[src/rtl/dm9000a_pkg.sv]
// dm9000a_pkg: shared types and constants for the DM9000A bus sequencer.
//   - state_e       : sequencer state enumeration
//   - CMD_INDEX/DATA: encodings of the chip CMD pin
//   - DEF_*_CYC     : default bus/reset timing, in clock cycles
//   - NCR..MWCMD    : commonly used DM9000A register indices
package dm9000a_pkg;

  typedef enum logic [3:0] {
    ST_RST_HOLD = 4'd0,
    ST_RST_WAIT = 4'd1,
    ST_IDLE     = 4'd2,
    ST_I_SETUP  = 4'd3,
    ST_I_STROBE = 4'd4,
    ST_I_HOLD   = 4'd5,
    ST_D_SETUP  = 4'd6,
    ST_D_STROBE = 4'd7,
    ST_D_HOLD   = 4'd8,
    ST_DONE     = 4'd9
  } state_e;

  localparam logic CMD_INDEX = 1'b0;
  localparam logic CMD_DATA  = 1'b1;

  localparam int DEF_SETUP_CYC  = 1;
  localparam int DEF_STROBE_CYC = 2;
  localparam int DEF_HOLD_CYC   = 1;
  localparam int DEF_RST_CYC    = 16;
  localparam int DEF_INIT_CYC   = 32;

  localparam logic [7:0] NCR   = 8'h00;
  localparam logic [7:0] NSR   = 8'h01;
  localparam logic [7:0] VID_L = 8'h28;
  localparam logic [7:0] PID_L = 8'h2A;
  localparam logic [7:0] ISR   = 8'hFE;
  localparam logic [7:0] MWCMD = 8'hF8;

  function automatic int max5(int a, int b, int c, int d, int e);
    int m;
    m = a;
    if (b > m) m = b;
    if (c > m) m = c;
    if (d > m) m = d;
    if (e > m) m = e;
    return m;
  endfunction

endpackage

[src/rtl/dm9000a_bus_seq.sv]
// dm9000a_bus_seq: turns one host register request into a DM9000A index
// write (CMD=0) followed by a data write or read (CMD=1), and generates the
// chip's power-up reset pulse plus settle time.
// Ports:
//   iCLK, iRST_N          clock, async active-low reset
//   iREQ/iWE/iREG/iWDATA  host request, taken only while oREADY=1
//   oREADY, oDONE, oRDATA host status and read data
//   oENET_*               chip pins (CS_N, CMD, WR_N, RD_N, RST_N, DOUT, OE)
//   iENET_DIN             sampled chip data bus
module dm9000a_bus_seq
  import dm9000a_pkg::*;
#(
  parameter int SETUP_CYC  = DEF_SETUP_CYC,
  parameter int STROBE_CYC = DEF_STROBE_CYC,
  parameter int HOLD_CYC   = DEF_HOLD_CYC,
  parameter int RST_CYC    = DEF_RST_CYC,
  parameter int INIT_CYC   = DEF_INIT_CYC
) (
  input  logic        iCLK,
  input  logic        iRST_N,
  input  logic        iREQ,
  input  logic        iWE,
  input  logic [7:0]  iREG,
  input  logic [15:0] iWDATA,
  output logic        oREADY,
  output logic        oDONE,
  output logic [15:0] oRDATA,
  output logic        oENET_CS_N,
  output logic        oENET_CMD,
  output logic        oENET_WR_N,
  output logic        oENET_RD_N,
  output logic        oENET_RST_N,
  output logic [15:0] oENET_DOUT,
  output logic        oENET_OE,
  input  logic [15:0] iENET_DIN
);

  localparam int MAX_CYC = max5(SETUP_CYC, STROBE_CYC, HOLD_CYC, RST_CYC, INIT_CYC);
  localparam int CW      = $clog2(MAX_CYC + 1);
  typedef logic [CW-1:0] cnt_t;

  // Counter value loaded on entry to a timed state: the state then lasts
  // (load + 1) cycles, leaving when the counter reads zero.
  function automatic cnt_t load_val(state_e s);
    case (s)
      ST_RST_HOLD: return cnt_t'(RST_CYC - 1);
      ST_RST_WAIT: return cnt_t'(INIT_CYC - 1);
      ST_I_SETUP,
      ST_D_SETUP:  return cnt_t'(SETUP_CYC - 1);
      ST_I_STROBE,
      ST_D_STROBE: return cnt_t'(STROBE_CYC - 1);
      ST_I_HOLD,
      ST_D_HOLD:   return cnt_t'(HOLD_CYC - 1);
      default:     return '0;
    endcase
  endfunction

  state_e      state_q, state_d;
  cnt_t        cnt_q, cnt_d;
  logic        we_q;
  logic [7:0]  reg_q;
  logic [15:0] wdata_q;

  logic        ready_q, done_q, cs_n_q, cmd_q, wr_n_q, rd_n_q, rst_n_q, oe_q;
  logic [15:0] rdata_q, dout_q;

  logic        ready_d, done_d, cs_n_d, cmd_d, wr_n_d, rd_n_d, rst_n_d, oe_d;
  logic [15:0] rdata_d, dout_d;

  logic        accept;
  logic        we_n;
  logic [7:0]  reg_n;
  logic [15:0] wdata_n;
  logic        in_idx, in_dat;

  assign accept = (state_q == ST_IDLE) && iREQ;

  // Request fields as they will be held next cycle; outputs are built from
  // the next state, so the accept edge must already see the new request.
  assign we_n    = accept ? iWE    : we_q;
  assign reg_n   = accept ? iREG   : reg_q;
  assign wdata_n = accept ? iWDATA : wdata_q;

  always_comb begin
    state_d = state_q;
    cnt_d   = cnt_q;
    case (state_q)
      ST_IDLE: if (iREQ) state_d = ST_I_SETUP;
      ST_DONE: state_d = ST_IDLE;
      default: begin
        if (cnt_q != '0) begin
          cnt_d = cnt_q - cnt_t'(1);
        end else begin
          case (state_q)
            ST_RST_HOLD: state_d = ST_RST_WAIT;
            ST_RST_WAIT: state_d = ST_IDLE;
            ST_I_SETUP:  state_d = ST_I_STROBE;
            ST_I_STROBE: state_d = ST_I_HOLD;
            ST_I_HOLD:   state_d = ST_D_SETUP;
            ST_D_SETUP:  state_d = ST_D_STROBE;
            ST_D_STROBE: state_d = ST_D_HOLD;
            ST_D_HOLD:   state_d = ST_DONE;
            default:     state_d = ST_IDLE;
          endcase
        end
      end
    endcase
    if (state_d != state_q) cnt_d = load_val(state_d);
  end

  assign in_idx = (state_d == ST_I_SETUP) || (state_d == ST_I_STROBE) || (state_d == ST_I_HOLD);
  assign in_dat = (state_d == ST_D_SETUP) || (state_d == ST_D_STROBE) || (state_d == ST_D_HOLD);

  always_comb begin
    ready_d = (state_d == ST_IDLE);
    done_d  = (state_d == ST_DONE);
    rst_n_d = (state_d != ST_RST_HOLD);
    cs_n_d  = !(in_idx || in_dat);
    cmd_d   = in_dat ? CMD_DATA : CMD_INDEX;
    // The strobe states are mutually exclusive, so RD_N and WR_N can never
    // be low together.
    wr_n_d  = !((state_d == ST_I_STROBE) || ((state_d == ST_D_STROBE) && we_n));
    rd_n_d  = !((state_d == ST_D_STROBE) && !we_n);
    oe_d    = in_idx || (in_dat && we_n);
    dout_d  = '0;
    if (in_idx)              dout_d = {8'h00, reg_n};
    else if (in_dat && we_n) dout_d = wdata_n;
    // Capture on the last strobe cycle, while RD_N is still low.
    rdata_d = rdata_q;
    if ((state_q == ST_D_STROBE) && (cnt_q == '0) && !we_q) rdata_d = iENET_DIN;
  end

  always_ff @(posedge iCLK or negedge iRST_N) begin
    if (!iRST_N) begin
      state_q <= ST_RST_HOLD;
      cnt_q   <= load_val(ST_RST_HOLD);
      we_q    <= 1'b0;
      reg_q   <= '0;
      wdata_q <= '0;
      ready_q <= 1'b0;
      done_q  <= 1'b0;
      rdata_q <= '0;
      cs_n_q  <= 1'b1;
      cmd_q   <= CMD_INDEX;
      wr_n_q  <= 1'b1;
      rd_n_q  <= 1'b1;
      rst_n_q <= 1'b0;
      dout_q  <= '0;
      oe_q    <= 1'b0;
    end else begin
      state_q <= state_d;
      cnt_q   <= cnt_d;
      we_q    <= we_n;
      reg_q   <= reg_n;
      wdata_q <= wdata_n;
      ready_q <= ready_d;
      done_q  <= done_d;
      rdata_q <= rdata_d;
      cs_n_q  <= cs_n_d;
      cmd_q   <= cmd_d;
      wr_n_q  <= wr_n_d;
      rd_n_q  <= rd_n_d;
      rst_n_q <= rst_n_d;
      dout_q  <= dout_d;
      oe_q    <= oe_d;
    end
  end

  assign oREADY      = ready_q;
  assign oDONE       = done_q;
  assign oRDATA      = rdata_q;
  assign oENET_CS_N  = cs_n_q;
  assign oENET_CMD   = cmd_q;
  assign oENET_WR_N  = wr_n_q;
  assign oENET_RD_N  = rd_n_q;
  assign oENET_RST_N = rst_n_q;
  assign oENET_DOUT  = dout_q;
  assign oENET_OE    = oe_q;

endmodule

[config.mk]
export PLATFORM = sky130hd
export DESIGN_NAME = dm9000a_bus_seq
export DESIGN_NICKNAME = d
export VERILOG_FILES = /design/src/rtl/dm9000a_pkg.sv /design/src/rtl/dm9000a_bus_seq.sv
export SDC_FILE = /design/constraint.sdc
export NUM_CORES = 1
export LEC_CHECK = 0
export BUFFER_PORTS_ARGS = -buffer_cell sky130_fd_sc_hd__buf_2
export CORE_MARGIN = 5
export CORE_UTILIZATION = 58
export CTS_BUF_LIST = sky130_fd_sc_hd__clkbuf_2 sky130_fd_sc_hd__clkbuf_4 sky130_fd_sc_hd__clkbuf_8
export CTS_CLUSTER_DIAMETER = 80
export CTS_CLUSTER_SIZE = 16
export DETAILED_ROUTE_END_ITERATION = 10
export HOLD_SLACK_MARGIN = 0.02
export PLACE_DENSITY_LB_ADDON = 0.2
export SETUP_SLACK_MARGIN = 0.02
export SYNTH_ARGS = -nofsm -noshare
export SYNTH_HDL_FRONTEND = slang
export SYNTH_SLANG_ARGS = --single-unit
[constraint.sdc]
create_clock -name iCLK -period 7 [get_ports iCLK]
set_input_delay 0.35 -clock iCLK [delete_from_list [all_inputs] [get_ports iCLK]]
set_output_delay 0.35 -clock iCLK [all_outputs]
set_load 0.02 [all_outputs]
==> impl_metrics.env, run 1 <==
export IMPL_post_synth_inst_count=272
export IMPL_clock_skew_ps=12.30
export IMPL_dieHeight_um=86.79
export IMPL_synth_simple_area_share_pct=9.696
export IMPL_end_kind="flop"
export IMPL_status="complete, no violations"
export IMPL_syn_nets=326
export IMPL_power_share_switching_pct=39.95
export IMPL_cts_setup_buffers=0
export IMPL_firstDrtPassIters=4
export IMPL_yosys_top_cells_area="dfrtp_1, mux2_2, dfstp_2, ha_1, mux2i_1"
export IMPL_cp_required_ps=7210
export IMPL_antenna_cells=0
export IMPL_busiest_layer="met2"
export IMPL_power_leakage_nw=2.035
export IMPL_pwr_share_seq_pct=32.5
export IMPL_synthArstFlopShare_pct=100.0
export IMPL_hold_class="primary input to async pin"
export IMPL_grtUsageMet3_pct=5.703
export IMPL_ys_flop_type="dfrtp_1"
export IMPL_grt_max_degree=76
export IMPL_synth_adder_area_share_pct=3.659
export IMPL_cts_resized_gates=0
export IMPL_rsz0062_at_grt="false"
export IMPL_path_class="flop to flop"
export IMPL_cts_hold_buffers=0
export IMPL_drt_initial_drc_count=92
export IMPL_overflow=0
export IMPL_clock_sinks=75
export IMPL_rr_worst_depth=11
export IMPL_insertion_delay_ps=350
export IMPL_internal_power_mw=1.367
export IMPL_synth_area_per_cell_um2=12.57
export IMPL_gr_usage_met2_pct=31.88
export IMPL_path_cells="inv_1 -> ha_1 -> or4b_1 -> o22ai_2 -> a21oi_1 -> or2_2 -> ha_1 -> nor2_1 -> o32a_2 -> o221a_1 -> a21oi_2"
export IMPL_ys_top_cells_by_count="dfrtp_1, mux2_2, a21oi_1, nand2_1, nor2_1"
export IMPL_drtAntennaViolNets=0
export IMPL_cp_top_family="compound AO/OA/AOI/OAI gates"
export IMPL_cts_buffer_depth=2
export IMPL_dieArea_mm2=0.007532
export IMPL_comb_power_share_pct=48.2
export IMPL_final_cells=435
export IMPL_routed_wirelength_mm=6.986
export IMPL_routedWlPerCell_um=16.06
export IMPL_numPortBuffers=83
export IMPL_initial_core_util_pct=58.80
export IMPL_finalNetCount=409
export IMPL_fin_crit_sh_pct=54.30
export IMPL_grt_pass1_wl_mm=11.57
export IMPL_fin_hold_ws_ps=220.1
export IMPL_cap_violations=0
export IMPL_yosys_area_top_type="dfrtp_1"
export IMPL_dp_hpwl_mm=4.934
export IMPL_synthesis_area_mm2=0.003420
export IMPL_vias_per_cell=5.485
export IMPL_cts_tree="yes"
export IMPL_design_area_mm2=0.004130
export IMPL_critical_path_max_stage_delay_ps=640
export IMPL_synth_cell_type_count=53
export IMPL_fmax_mhz=263.1
export IMPL_period_minus_slack_ps=3801
export IMPL_antenna_found_initial=0
export IMPL_cp_max_fo=18
export IMPL_slew_violations=0
export IMPL_reg2reg_from="cnt_q[0]$_DFFE_PN1P_"
export IMPL_area_growth_pct=20.78
export IMPL_dpl_cell_count=419
export IMPL_max_slew_margin_pct=39.44
export IMPL_synth_ff_latch_count=75
export IMPL_synth_compound_area_share_pct=10.54
export IMPL_crit_top_cell="ha_1"
export IMPL_synth_edff_count=0
export IMPL_p_sw_mw=0.9095
export IMPL_synth_warnings=0
export IMPL_cts_made_buffers=9
export IMPL_setup_violations=0
export IMPL_final_setup_tns_ps=0
export IMPL_synth_top_family_by_area="multiplexers"
export IMPL_synth_top_area_share_pct=49.76
export IMPL_hold_violations=0
export IMPL_clk_pin_slew_worst_paths_ps=80
export IMPL_worstReg2RegEnd="oENET_DOUT[1]$_DFF_PN0_"
export IMPL_num_rows=28
export IMPL_boundaryPins=84
export IMPL_gp_congestion=0.9012
export IMPL_pre_cts_ws_ps=3258
export IMPL_synthXorXnorAreaFrac_pct=1.281
export IMPL_powerDensity_mw_per_mm2=551.3
export IMPL_grt_pass1_vias=2447
export IMPL_cpMaxStageDelayCell="or4b_1"
export IMPL_core_mm2=0.005816
export IMPL_grt_use_total_pct=19.85
export IMPL_yosysMostFrequentCell="dfrtp_1"
export IMPL_critPathLaunch="cnt_q[0]$_DFFE_PN1P_"
export IMPL_setup_ws_ps=3199
export IMPL_htreeDepth=3
export IMPL_use_met1_pct=25.90
export IMPL_worst_setup_path_start_kind="flop"
export IMPL_reg2reg_setup_slack_ps=3200
export IMPL_cts_root_buffer="clkbuf_8"
export IMPL_worstPathBufferInverterCount=1
export IMPL_vdd_drop_max_mv=0.3718
export IMPL_clkPwrFrac_pct=19.3
export IMPL_yosysSeqAreaShare_pct=55.14
export IMPL_crit_arrival_ps=4010
export IMPL_muxShareOfSynthArea_pct=16.10
export IMPL_drc=0
export IMPL_via_count=2386
export IMPL_placed_area_mm2=0.003861
export IMPL_die_w_um=86.79
export IMPL_worstMarginPinSlew_ps=908.4
export IMPL_drive_gt1_share_pct=48.06
[worst max path at each step]
stage,to,slack (ps),cells after the start
after floorplan,oENET_DOUT[7]$_DFF_PN0_,3820,14
after global placement,oENET_DOUT[4]$_DFF_PN0_,3400,11
after detailed placement,oENET_DOUT[1]$_DFF_PN0_,3260,11
after CTS,oENET_DOUT[1]$_DFF_PN0_,3230,11
after global routing,oENET_OE$_DFF_PN0_,2970,11
final,oENET_DOUT[1]$_DFF_PN0_,3200,11
[cell families (layout without fill, tap and decap cells)]
logic type / count (synthesis) / count (layout)
adders and majority gates: 10 / 10
muxes: 50 / 50
AOI/OAI and AO/OA: 49 / 49
xor gates and xnor gates: 5 / 5
DFF: 75 / 75
buffers and inverters: 23 / 111
and+or+nand+nor: 60 / 60
[flip-flops by register name, indices dropped and copies added (netlist names), 4 cells and up]
| register | cells |
|---|---|
| oENET_DOUT | 16 |
| oRDATA | 16 |
| wdata_q | 16 |
| reg_q | 8 |
| cnt_q | 6 |
| state_q | 4 |
[placed cells by master (no fill, tap or decap), types with 2 or more instances in the layout]
cell	Yosys	routed
a21oi_1	16	16
nor2_1	15	14
buf_2	1	83
o211ai_1	2	2
mux2_2	40	40
dfstp_2	7	7
clkbuf_8	0	9
a21oi_2	8	8
o311ai_0	2	2
buf_4	1	2
nand2_1	15	15
inv_1	10	10
ha_1	10	10
bufinv_16	0	4
dfrtp_1	68	68
nand3_1	4	4
mux2i_1	10	10
nand2b_1	3	3
xnor2_1	4	4
or2_2	3	3
nor2_2	1	2
nor4_1	5	5
o21ai_0	6	6
and3_1	2	2
o31ai_2	2	2
[power groups by stage]
stage	Sequential [mW]	Combinational [mW]	Clock (mW)
2_1_floorplan	0.825	0.789	0
3_3_place_gp	0.736	1.07	0
3_5_place_dp	0.747	1.09	0
4_1_cts	0.738	1.10	0.448
5_1_grt	0.764	1.21	0.466
6_report	0.739	1.10	0.440
[layer usage]
metal / part of all wire, % / up-vias / wire, µm
li1: - / 1130 / -
met1: 42 / 1140 / 2957
met2: 48 / 105 / 3384
met3: 8.3 / 11 / 581
met4: 0.89 / 0 / 62
met5: 0 / - / 0
[through the flow]
step	utilization, %	power [mW]
after floorplan	-	1.614
after global placement	66.39	1.804
after detailed placement	66.39	1.841
after CTS	71.02	2.290
after global routing	71.02	2.438
final	71.02	2.277
[layout make-up]
class | instances | area (µm²)
Clock inverter | 6 | 137.6
Inverter | 10 | 37.54
Fill cell | 402 | 1685
Tap cell | 75 | 93.84
Timing Repair Buffer | 85 | 430.4
Clock buffer | 10 | 131.4
Sequential cell | 75 | 1886
Multi-Input combinational cell | 174 | 1414
Power figures use the tool's default switching activity.
==> run 2: changes to the inputs <==
Settings changed: CORE_UTILIZATION 58 to 55.
Clock period 7 ns to 3.67 ns, I/O delays scaled along.
==> run 2 against run 1 <==
Clock skew shrank 2.4 ps. Flip-flop and latch count is the same. Sequential power grew 89%. Worst hold slack lost 160 ps. Power grew 92%. Critical endpoint is now oENET_DOUT[3]$_DFF_PN0_. Worst setup slack lost 2800 ps. Global-route usage shrank 1.1 points. Final area grew 1.2%. Routed wire length shrank 1.1%. Maximum frequency grew 16%.
==> impl_metrics.env, run 2 (synthesized netlist as in run 1, its figures left out) <==
export IMPL_routedWlPerCell_um=15.66
export IMPL_cp_required_ps=3890
export IMPL_cts_tree="yes"
export IMPL_antenna_found_initial=0
export IMPL_status="complete, no violations"
export IMPL_insertion_delay_ps=350
export IMPL_worstReg2RegEnd="oENET_DOUT[3]$_DFF_PN0_"
export IMPL_final_cells=441
export IMPL_fmax_mhz=305.0
export IMPL_min_delay_start="iENET_DIN[0]"
export IMPL_cts_made_buffers=9
export IMPL_drt_initial_drc_count=50
export IMPL_core_mm2=0.005991
export IMPL_fillers=445
export IMPL_numPortBuffers=83
export IMPL_internal_power_mw=2.616
export IMPL_reg2reg_from="cnt_q[0]$_DFFE_PN1P_"
export IMPL_clock_sinks=75
export IMPL_p_total_mw=4.364
export IMPL_drtAntennaViolNets=0
export IMPL_setup_violations=0
export IMPL_pwr_share_seq_pct=32.1
export IMPL_grtUsageMet3_pct=3.911
export IMPL_fin_crit_sh_pct=89.33
export IMPL_vdd_drop_max_mv=0.5335
export IMPL_initial_core_util_pct=57.08
export IMPL_busiest_layer="met2"
export IMPL_cap_violations=0
export IMPL_power_share_switching_pct=40.05
export IMPL_power_leakage_nw=2.062
export IMPL_htreeDepth=3
export IMPL_hold_violations=0
export IMPL_boundaryPins=84
export IMPL_dp_hpwl_mm=4.927
export IMPL_grt_pass1_wl_mm=11.20
export IMPL_crit_arrival_ps=3500
export IMPL_drive_gt1_share_pct=48.91
export IMPL_grt_pass1_vias=2394
export IMPL_min_to="oRDATA[0]$_DFFE_PN0P_"
export IMPL_antenna_cells=0
export IMPL_comb_power_share_pct=50.0
export IMPL_end_kind="flop"
export IMPL_num_rows=28
export IMPL_dieArea_mm2=0.007894
export IMPL_worstMarginPinSlew_ps=895.7
export IMPL_period_minus_slack_ps=3278
export IMPL_rr_worst_depth=13
export IMPL_hold_class="primary input to flop"
export IMPL_finalNetCount=415
export IMPL_vias_per_cell=5.370
export IMPL_clock_skew_ps=9.918
export IMPL_use_met1_pct=24.91
export IMPL_rsz0062_at_grt="false"
export IMPL_cp_max_fo=11
export IMPL_routed_wirelength_mm=6.906
export IMPL_final_cell_mix="buf_2, dfrtp_1, mux2_2"
export IMPL_cts_setup_buffers=0
export IMPL_p_sw_mw=1.748
export IMPL_grt_use_total_pct=18.76
export IMPL_hold_path_depth=2
export IMPL_drc=0
export IMPL_gp_congestion=0.8779
export IMPL_fin_hold_ws_ps=62.44
export IMPL_max_slew_margin_pct=40.29
export IMPL_dieHeight_um=88.85
export IMPL_path_class="flop to flop"
export IMPL_grt_max_degree=76
export IMPL_worst_setup_path_start_kind="flop"
export IMPL_gr_usage_met2_pct=30.09
export IMPL_cts_root_buffer="clkbuf_8"
export IMPL_clk_pin_slew_worst_paths_ps=80
export IMPL_dpl_cell_count=424
export IMPL_overflow=0
export IMPL_cts_buffer_depth=2
export IMPL_firstDrtPassIters=4
export IMPL_slew_violations=0
export IMPL_final_common_cell="buf_2"
export IMPL_area_growth_pct=22.21
export IMPL_clkPwrFrac_pct=17.8
export IMPL_die_w_um=88.85
export IMPL_powerDensity_mw_per_mm2=1044
export IMPL_final_setup_tns_ps=0
export IMPL_via_count=2368
export IMPL_reg2reg_setup_slack_ps=390
-- run 2: repair_timing --
action / 4_1_cts / 5_1_grt
hold buffers: 1 / 0
setup endpoints to repair: 0 / 9
hold endpoints to repair: 68 / 0
resized for setup: 0 / 2
-- run 2: cell type report --
cell class,instances,area (µm²),area share (%)
Clock buffer,9,123.9,2.964
Clock inverter,7,123.9,2.964
Inverter,10,37.54,0.8982
Multi-Input combinational cell,174,1421,34.01
Sequential cell,75,1886,45.12
Tap cell,75,93.84,2.246
Timing Repair Buffer,91,493.0,11.80
-- run 2: per-layer routing --
layer	up-vias	part of all wire [%]
met3	10	6.6
met5	-	0
met1	1147	44
met2	69	49
met4	0	1.1
li1	1142	-
-- run 2: power by group through the flow --
stage          combinational, mW  clock, mW  sequential [mW]
2_1_floorplan               1.50          0             1.57
3_3_place_gp                2.13          0             1.40
3_5_place_dp                2.17          0             1.41
4_1_cts                     2.19      0.796             1.40
5_1_grt                     2.42      0.838             1.44
6_report                    2.18      0.779             1.40
-- run 2: worst max path at each step --
stage,start,end,slack [ps],cells past startpoint
5_1_grt,state_q[0]$_DFF_PN0_,oENET_DOUT[1]$_DFF_PN0_,100,13
2_1_floorplan,state_q[0]$_DFF_PN0_,oENET_DOUT[7]$_DFF_PN0_,490,14
4_1_cts,cnt_q[0]$_DFFE_PN1P_,oENET_OE$_DFF_PN0_,300,11
3_5_place_dp,cnt_q[0]$_DFFE_PN1P_,oENET_OE$_DFF_PN0_,330,11
3_3_place_gp,cnt_q[0]$_DFFE_PN1P_,oENET_DOUT[1]$_DFF_PN0_,430,11
6_report,cnt_q[0]$_DFFE_PN1P_,oENET_DOUT[3]$_DFF_PN0_,390,13
-- run 2: stage by stage --
stage               instance area [µm²]  utilization (%)  worst slack, ps
finish                             4179            69.76            391.5
global route                       4179            69.76            98.37
CTS                                4172            69.63            302.7
detailed placement                 3914            65.33            331.8
global placement                   3914            65.33            431.2
floorplan                          3420                -            492.3
-- run 2: critical path: stages, from the launching register on --
cell and delay [ps]:
dfstp_2 390, inv_1 80, ha_1 130, or4b_1 500
o22ai_4 270, a21oi_1 130, or2_2 340, inv_1 90
ha_1 200, inv_1 70, o32a_2 490, buf_12 180
mux2i_1 220, a21oi_2 50
==> run 3: changes to the inputs <==
Settings changed: BUFFER_PORTS_ARGS -buffer_cell sky130_fd_sc_hd__buf_2 to -buffer_cell sky130_fd_sc_hd__buf_4.
==> run 3 against run 2 <==
Routed wire length is 7.9% higher. Critical path type unchanged. Sequential power hardly changed. Largest power group unchanged. Combinational power is 5% higher.
==> impl_metrics.env, run 3 (synthesized netlist as in run 1, its figures left out) <==
export IMPL_reg2reg_from="cnt_q[0]$_DFFE_PN1P_"
export IMPL_final_setup_tns_ps=0
export IMPL_clkPwrFrac_pct=15.1
export IMPL_routed_wirelength_mm=7.453
export IMPL_grt_pass1_vias=2589
export IMPL_overflow=0
export IMPL_fin_crit_sh_pct=91.59
export IMPL_finalNetCount=415
export IMPL_drt_initial_drc_count=78
export IMPL_powerDensity_mw_per_mm2=1006
export IMPL_setup_violations=0
export IMPL_cp_max_fo=11
export IMPL_hold_path_depth=2
export IMPL_pwr_share_seq_pct=32.4
export IMPL_routedWlPerCell_um=16.90
export IMPL_dpl_cell_count=424
export IMPL_end_kind="flop"
export IMPL_htreeDepth=3
export IMPL_initial_core_util_pct=57.08
export IMPL_dp_hpwl_mm=5.288
export IMPL_cpMaxStageDelayCell="o32a_2"
export IMPL_vias_per_cell=5.490
export IMPL_grt_pass1_wl_mm=12.14
export IMPL_worstMarginPinSlew_ps=918.0
export IMPL_dieHeight_um=88.85
export IMPL_power_share_switching_pct=40.56
export IMPL_period_minus_slack_ps=3361
export IMPL_min_delay_start="iENET_DIN[11]"
export IMPL_crit_top_cell="inv_1"
export IMPL_firstDrtPassIters=4
export IMPL_slew_violations=0
export IMPL_boundaryPins=84
export IMPL_cts_tree="yes"
export IMPL_cts_root_buffer="clkbuf_8"
export IMPL_drtAntennaViolNets=0
export IMPL_power_leakage_nw=2.078
export IMPL_comb_power_share_pct=52.6
export IMPL_vdd_drop_max_mv=0.5386
export IMPL_gp_congestion=0.8787
export IMPL_p_sw_mw=1.769
export IMPL_core_mm2=0.005991
export IMPL_insertion_delay_ps=340
export IMPL_final_common_cell="buf_4"
export IMPL_drive_gt1_share_pct=48.91
export IMPL_final_cells=441
export IMPL_grt_max_degree=76
export IMPL_rsz0062_at_grt="false"
export IMPL_numPortBuffers=83
export IMPL_final_cell_mix="buf_4, dfrtp_1, mux2_2"
export IMPL_fmax_mhz=297.5
export IMPL_clock_sinks=75
export IMPL_reg2reg_setup_slack_ps=310
export IMPL_cap_violations=0
export IMPL_clock_skew_ps=4.359
export IMPL_crit_arrival_ps=3580
export IMPL_max_slew_margin_pct=38.80
export IMPL_num_rows=28
export IMPL_internal_power_mw=2.593
export IMPL_cts_made_buffers=9
export IMPL_dieArea_mm2=0.007894
export IMPL_path_cells="inv_1 -> ha_1 -> or4b_1 -> o22ai_2 -> a21oi_1 -> or2_2 -> inv_1 -> ha_1 -> inv_1 -> o32a_2 -> buf_12 -> mux2i_1 -> a21oi_2"
export IMPL_rr_worst_depth=13
export IMPL_cp_required_ps=3890
export IMPL_clk_pin_slew_worst_paths_ps=80
export IMPL_antenna_found_initial=0
export IMPL_status="complete, no violations"
export IMPL_grt_use_total_pct=20.48
export IMPL_cts_buffer_depth=2
export IMPL_antenna_cells=0
export IMPL_hold_class="primary input to flop"
export IMPL_die_w_um=88.85
export IMPL_area_growth_pct=26.82
export IMPL_via_count=2421
export IMPL_hold_violations=0
export IMPL_path_class="flop to flop"
export IMPL_critPathLaunch="cnt_q[0]$_DFFE_PN1P_"
export IMPL_worst_setup_path_start_kind="flop"
export IMPL_cts_setup_buffers=0
export IMPL_drc=0
export IMPL_critical_path_max_stage_delay_ps=500
run 3: final cells by class:
type	count	area (µm²)
repair buffers	91	698.2
fillers	430	1654
multi-input cells	174	1414
flip-flops and latches	75	1886
clock buffers	10	137.6
inverters	10	37.54
clock inverters	6	70.07
well taps	75	93.84
run 3: worst paths after layout:
path | to
max | oENET_DOUT[0]$_DFF_PN0_
min | oRDATA[11]$_DFFE_PN0P_
max reg2reg | oENET_DOUT[0]$_DFF_PN0_
min reg2reg | wdata_q[7]$_DFF_PN0_
max in group asynchronous | cnt_q[4]$_DFFE_PN0P_
min in group asynchronous | oRDATA[15]$_DFFE_PN0P_
run 3: through the flow:
stage | setup WS, ps | utilization, % | hold slack [ps] | area (µm²) | total power [mW]
finish | 308.6 | 72.39 | 69.62 | 4337 | 4.361
global route | 102.0 | 72.39 | 49.57 | 4337 | 4.690
detailed placement | 269.0 | 68.76 | 378.8 | 4119 | 3.720
global placement | 430.4 | 68.76 | 373.5 | 4119 | 3.642
floorplan | 492.3 | - | -112.1 | 3420 | 3.078
CTS | 222.6 | 72.39 | 57.00 | 4337 | 4.401
run 3: worst max-delay path, delay by kind of cell, from the launching register on:
family / cells / cell delay, ps
simple gates: 2 / 820
fa+ha+maj: 2 / 370
compound gates: 4 / 1020
flops: 1 / 390
buf+inv: 4 / 450
mux: 1 / 190
run 3: timing repair:
| action | 4_1_cts | 5_1_grt |
|---|---|---|
| hold buffers | 1 | 0 |
| gates resized for setup | 0 | 1 |
| endpoints found under the hold margin | 68 | 0 |
| setup endpoints to repair | 0 | 8 |
run 3: power by group through the flow:
| stage | Sequential (mW) | Clock (mW) | Combinational, mW |
|---|---|---|---|
| after floorplan | 1.57 | 0 | 1.50 |
| after global placement | 1.41 | 0 | 2.23 |
| after detailed placement | 1.43 | 0 | 2.29 |
| after CTS | 1.41 | 0.677 | 2.31 |
| after global routing | 1.46 | 0.717 | 2.52 |
| final | 1.41 | 0.657 | 2.29 |
run 3: per-layer routing:
metal  vias up  wire length, µm  track usage (%)
li1       1137                -                -
met1      1184             2997            24.79
met2        81             3768            33.87
met3        19              476            5.773
met4         0              211            9.478
met5         -                0                0
